[src/rtl/boruss_alu_pkg.sv]
// boruss_alu_pkg: opcode map and data width shared by the ALU and the control unit
package boruss_alu_pkg;
    localparam int DATA_W = 8;
    localparam logic [7:0] OP_ADD = 8'h00;
    localparam logic [7:0] OP_SUB = 8'h01;
    localparam logic [7:0] OP_AND = 8'h02;
    localparam logic [7:0] OP_OR  = 8'h03;
    localparam logic [7:0] OP_XOR = 8'h04;
    localparam logic [7:0] OP_NOT = 8'h05;
    localparam logic [7:0] OP_SHL = 8'h06;
    localparam logic [7:0] OP_SHR = 8'h07;
    localparam logic [7:0] OP_JMP = 8'h08;
    localparam logic [7:0] OP_JZ  = 8'h09;
    localparam logic [7:0] OP_JNZ = 8'h0A;
    localparam logic [7:0] OP_JC  = 8'h0B;
    localparam logic [7:0] OP_JNC = 8'h0C;
    localparam logic [7:0] OP_JN  = 8'h0D;
    localparam logic [7:0] OP_JNN = 8'h0E;
    localparam logic [7:0] OP_CMP = 8'h0F;
endpackage

[src/rtl/boruss_alu_if.sv]
// boruss_alu_if: operand/opcode bus into the ALU and registered result/flags back out
interface boruss_alu_if;
    import boruss_alu_pkg::*;
    logic [DATA_W-1:0] operand_a;
    logic [DATA_W-1:0] operand_b;
    logic [7:0]        operation_code;
    logic [DATA_W-1:0] result;
    logic              zero_flag;
    logic              carry_flag;
    logic              negative_flag;
    modport master (
        output operand_a, operand_b, operation_code,
        input  result, zero_flag, carry_flag, negative_flag
    );
    modport slave (
        input  operand_a, operand_b, operation_code,
        output result, zero_flag, carry_flag, negative_flag
    );
endinterface

[src/rtl/boruss_alu_comb.sv]
// boruss_alu_comb: opcode decode producing next result and Z/C/N flags
module boruss_alu_comb
    import boruss_alu_pkg::*;
(
    input  logic [7:0]        op,
    input  logic [DATA_W-1:0] a,
    input  logic [DATA_W-1:0] b,
    output logic [DATA_W-1:0] r,
    output logic              c,
    output logic              z,
    output logic              n
);
    always_comb begin
        r = '0;
        c = 1'b0;
        case (op)
            OP_ADD:                 {c, r} = {1'b0, a} + {1'b0, b};
            OP_SUB, OP_CMP:         {c, r} = {1'b0, a} - {1'b0, b};
            OP_AND:                 r = a & b;
            OP_OR:                  r = a | b;
            OP_XOR:                 r = a ^ b;
            OP_NOT:                 r = ~a;
            OP_SHL:                 {c, r} = {a, 1'b0};
            OP_SHR:                 {r, c} = {1'b0, a};
            OP_JMP, OP_JZ, OP_JNZ, OP_JC,
            OP_JNC, OP_JN, OP_JNN:  r = b;
            default:                r = '0;
        endcase
    end
    assign z = (r == '0);
    assign n = r[DATA_W-1];
endmodule

[src/rtl/boruss_alu.sv]
// boruss_alu: registered 8-bit ALU; one-cycle latency, reset clears result and flags
module boruss_alu
    import boruss_alu_pkg::*;
(
    input  logic           clk,
    input  logic           rst,
    boruss_alu_if.slave    bus
);
    logic [DATA_W-1:0] r_nxt;
    logic              c_nxt;
    logic              z_nxt;
    logic              n_nxt;

    boruss_alu_comb u_comb (
        .op (bus.operation_code),
        .a  (bus.operand_a),
        .b  (bus.operand_b),
        .r  (r_nxt),
        .c  (c_nxt),
        .z  (z_nxt),
        .n  (n_nxt)
    );

    always_ff @(posedge clk) begin
        if (rst) begin
            bus.result        <= '0;
            bus.zero_flag     <= 1'b0;
            bus.carry_flag    <= 1'b0;
            bus.negative_flag <= 1'b0;
        end else begin
            bus.result        <= r_nxt;
            bus.zero_flag     <= z_nxt;
            bus.carry_flag    <= c_nxt;
            bus.negative_flag <= n_nxt;
        end
    end
endmodule

[src/flat_wrapper.sv]
// flat-port wrapper written by rule: the top's interface ports become plain ports
module boruss_alu_flat import boruss_alu_pkg::*;
  (clk, rst, bus_operand_a, bus_operand_b, bus_operation_code, bus_result, bus_zero_flag, bus_carry_flag, bus_negative_flag);
  boruss_alu_if bus_i ();
  input  logic clk;
  input  logic rst;
  input wire logic [$bits(bus_i.operand_a)-1:0] bus_operand_a;
  input wire logic [$bits(bus_i.operand_b)-1:0] bus_operand_b;
  input wire logic [$bits(bus_i.operation_code)-1:0] bus_operation_code;
  output wire logic [$bits(bus_i.result)-1:0] bus_result;
  output wire logic [$bits(bus_i.zero_flag)-1:0] bus_zero_flag;
  output wire logic [$bits(bus_i.carry_flag)-1:0] bus_carry_flag;
  output wire logic [$bits(bus_i.negative_flag)-1:0] bus_negative_flag;
  assign bus_i.operand_a = bus_operand_a;
  assign bus_i.operand_b = bus_operand_b;
  assign bus_i.operation_code = bus_operation_code;
  assign bus_result = bus_i.result;
  assign bus_zero_flag = bus_i.zero_flag;
  assign bus_carry_flag = bus_i.carry_flag;
  assign bus_negative_flag = bus_i.negative_flag;
  boruss_alu u_core (.clk(clk), .rst(rst), .bus(bus_i));
endmodule
[config.mk]
export PLATFORM = sky130hd
export DESIGN_NAME = boruss_alu_flat
export DESIGN_NICKNAME = d
export VERILOG_FILES = /design/src/rtl/boruss_alu_pkg.sv /design/src/rtl/boruss_alu_if.sv /design/src/rtl/boruss_alu_comb.sv /design/src/rtl/boruss_alu.sv /design/src/flat_wrapper.sv
export SDC_FILE = /design/constraint.sdc
export NUM_CORES = 1
export LEC_CHECK = 0
export ABC_AREA = 1
export CORE_ASPECT_RATIO = 2
export CORE_UTILIZATION = 50
export DETAILED_ROUTE_END_ITERATION = 6
export PLACE_DENSITY = 0.77
export SYNTH_ARGS = -nofsm -noshare
export SYNTH_HDL_FRONTEND = slang
export SYNTH_SLANG_ARGS = --single-unit
[constraint.sdc]
create_clock -name clk -period 4.75 [get_ports clk]
set_clock_uncertainty 0.1 [all_clocks]
set_input_delay 0.95 -clock clk [delete_from_list [all_inputs] [get_ports clk]]
set_output_delay 0.95 -clock clk [all_outputs]
set_load 0.01 [all_outputs]
==> impl_metrics.py <==
metrics = {
    "critical_path": {
        "required_ns": 4.78,
        "cp_data_arrival_time_ns": 3.26,
        "critPathLaunch": "bus_operand_a[0]",
        "crit_path_end_kind": "register",
        "cp-start-kind": "primary input",
        "crit_fanout": 4,
        "critical_path_class": "in2reg",
    },
    "logic_synthesis": {
        "synth_nets": 388,
        "synthArstFlopShare_pct": 0,
        "synth_most_common_cell": "nand2_1",
        "syn_inst": 336,
        "synth_top_cells_by_count": "nand2_1 (85), nand3_1 (52), inv_1 (44), nor2_1 (40), ha_1 (24)",
        "avgSynthCellArea_um2": 5.75,
        "synth_area_um2": 1930,
        "ys_ff_latch": 10,
        "yosysWarningCount": 0,
        "yosys-top-cells-area": "nand2_1 (17%), ha_1 (16%), nand3_1 (13%), dfxtp_1 (10%), inv_1 (8.5%)",
        "synth_largest_area_cell": "nand2_1",
        "synth-edff-count": 0,
        "synth_ff_type": "dfxtp_1",
        "yosys.area.top_type_share_pct": 16.5,
        "yosysSeqAreaShare_pct": 10.4,
        "synth_cell_types": 30,
    },
    "global_routing": {
        "grt_pass1_vias": 2203,
        "grt_usage_pct": 31.2,
        "grt-ovfl-total": 0,
        "grt_pass1_wl_mm": 9.72,
        "grt_antenna_before_repair": 0,
        "grt_max_degree": 24,
    },
    "layout": {
        "antenna_cells": 0,
        "stdcell_area_um2": 2360,
        "nNetsFinal": 422,
        "final_layout_size_suffix_gt1_share_pct": 7.86,
        "layoutNonFillerInstCount": 418,
        "final_core_util_pct": 64.7,
        "syn_to_final_growth_pct": 21.9,
    },
    "power_and_ir_drop": {
        "switching_share_pct": 37.2,
        "p_seq_share_pct": 25.1,
        "internal-power_uw": 218,
        "power_density_nw_per_um2": 147,
        "clkPwrFrac_pct": 31.0,
        "switchingPower_uw": 129,
        "pwr-share-comb_pct": 43.9,
        "peakVddDrop_uv": 105,
        "power.leakage_uw": 0.00126,
    },
    "timing": {
        "setup_tns_ns": 0,
        "timing.final.crit_share_pct": 67.9,
        "relSlewSlack_pct": 66.1,
        "hold_viol_final": 0,
        "rsz0062_at_grt": "no",
        "slew_viol_final": 0,
        "tightest_slew_ns": 0.505,
        "period_needed_ns": 3.22,
        "fmax_mhz": 310,
        "setup_viol": 0,
    },
    "drt": {
        "routedWlPerCell_um": 14.2,
        "drc_errors": 0,
        "first_iter_violations": 67,
        "route.antenna.remaining_nets": 0,
        "dr_total_vias": 2244,
        "drt-total-wl_mm": 5.95,
        "first_pass_iters": 7,
        "routed_via_density": 5.37,
    },
    "floorplanning": {
        "io_pins": 37,
        "die_w_um": 46.0,
        "dieArea_um2": 4130,
        "initial_core_util_pct": 53.0,
        "rows": 31,
        "die_h_um": 89.9,
        "core_area_um2": 3650,
    },
    "clock_tree": {
        "clk_path_buf_depth": 2,
        "path_clk_slew_ns": 0.05,
        "postCtsResizedCells": 0,
        "cts_sinks": 10,
        "hold_buffers": 0,
        "post_cts_buffers": 0,
        "cts_tree": "done",
        "cts_inserted_buffers": 3,
        "cts.htree.levels": 1,
        "root_buffer": "clkbuf_8",
    },
    "status": {
        "status": "finished, final reports clean",
    },
    "min_path": {
        "min_from": "rst",
        "hold_path_class": "in2reg",
        "worstHoldPathCells": 2,
    },
    "place": {
        "dp_cells": 414,
        "io_buffers": 36,
        "gp_congestion": 1.03,
        "hpwl_mm": 5.04,
        "place_area_um2": 2300,
    },
    "run": {
        "cap_violations": 0,
    },
}
==> layer usage <==
metal | vias to the layer above | GRT usage [%] | wire [µm]
li1 | 1146 | - | -
met1 | 978 | 32.0 | 2150
met2 | 98 | 55.2 | 3270
met3 | 22 | 2.21 | 228
met4 | 0 | 20.1 | 304
met5 | - | 0 | 0
==> layout make-up <==
class                           count  area, µm²
Sequential cell                    10        200
Fill cell                         377       1290
Clock buffer                        4       55.1
Inverter                           52        200
Timing Repair Buffer               36        360
Multi-Input combinational cell    267       1480
Tap cell                           49       61.3
==> path summary, 6_finish.rpt <==
kind | end | slack (ns)
worst max-delay path | u_core.bus.result[6] | 1.53
worst min-delay path | u_core.bus.result[3] | 1.30
==> logic make-up (layout without fill, tap and decap cells) <==
kind of cell	count (synthesis)	after routing	synth area share, %
and+or+nand+nor	215	215	51.5
buffers and inverters	59	92	13.1
adders and majority gates	26	26	17.6
AOI/OAI and AO/OA	25	25	6.99
DFF	10	10	10.4
xor gates and xnor gates	1	1	0.453
==> worst max-delay path, stage by stage <==
cell             delay (ns)
clkdlybuf4s50_1        0.55
inv_1                  0.12
ha_1                   0.22
fa_1                   0.42
inv_1                  0.10
nand4_1                0.12
nand3_1                0.18
nand2_1                0.07
inv_1                  0.07
nor2_1                 0.04
o21ai_0                0.09
nand4_1                0.16
and2_1                 0.17
==> through the flow <==
| step | hold WS [ns] | setup slack [ns] | total power (µW) |
|---|---|---|---|
| floorplan | 0.919 | 2.22 | 181 |
| global placement | 1.56 | 1.33 | 238 |
| detailed placement | 1.56 | 1.28 | 239 |
| CTS | 1.32 | 1.53 | 346 |
| global route | 1.34 | 1.43 | 369 |
| finish | 1.30 | 1.53 | 347 |
==> power by group through the flow <==
stage	sequential, µW	combinational, µW	clock [µW]
floorplan	89.8	91.0	0
global placement	88.5	150	0
detailed placement	88.6	150	0
CTS	87.0	150	108
global route	87.0	169	114
finish	87.0	153	108
==> flip-flops by register name (all words and copies together) (netlist names) <==
name,flops
u_core.bus.zero_flag,1
u_core.bus.result,7
u_core.bus.carry_flag,1
u_core.bus.negative_flag,1
==> placed cells by master (no fill, tap or decap) <==
cell type,netlist,routed
o22ai_1,1,1
o21ai_0,7,7
ha_1,24,24
and2_1,1,1
nand2_4,3,3
nand2_1,85,85
o21ai_1,2,2
nand3b_1,5,5
or2_1,1,1
a31oi_1,1,1
inv_1,44,44
a21oi_1,11,11
inv_4,2,2
fa_1,2,2
inv_2,6,6
clkbuf_8,0,4
xor2_1,1,1
o21a_1,3,3
nor2_1,40,40
nand4_1,7,7
or2_2,1,1
nor2_4,3,3
clkdlybuf4s50_1,0,36
dfxtp_1,10,10
nand2_2,4,4
nor2_2,6,6
nor3_1,6,6
nand3_1,52,52
nor4_1,1,1
(Power assumes the default switching activity.)
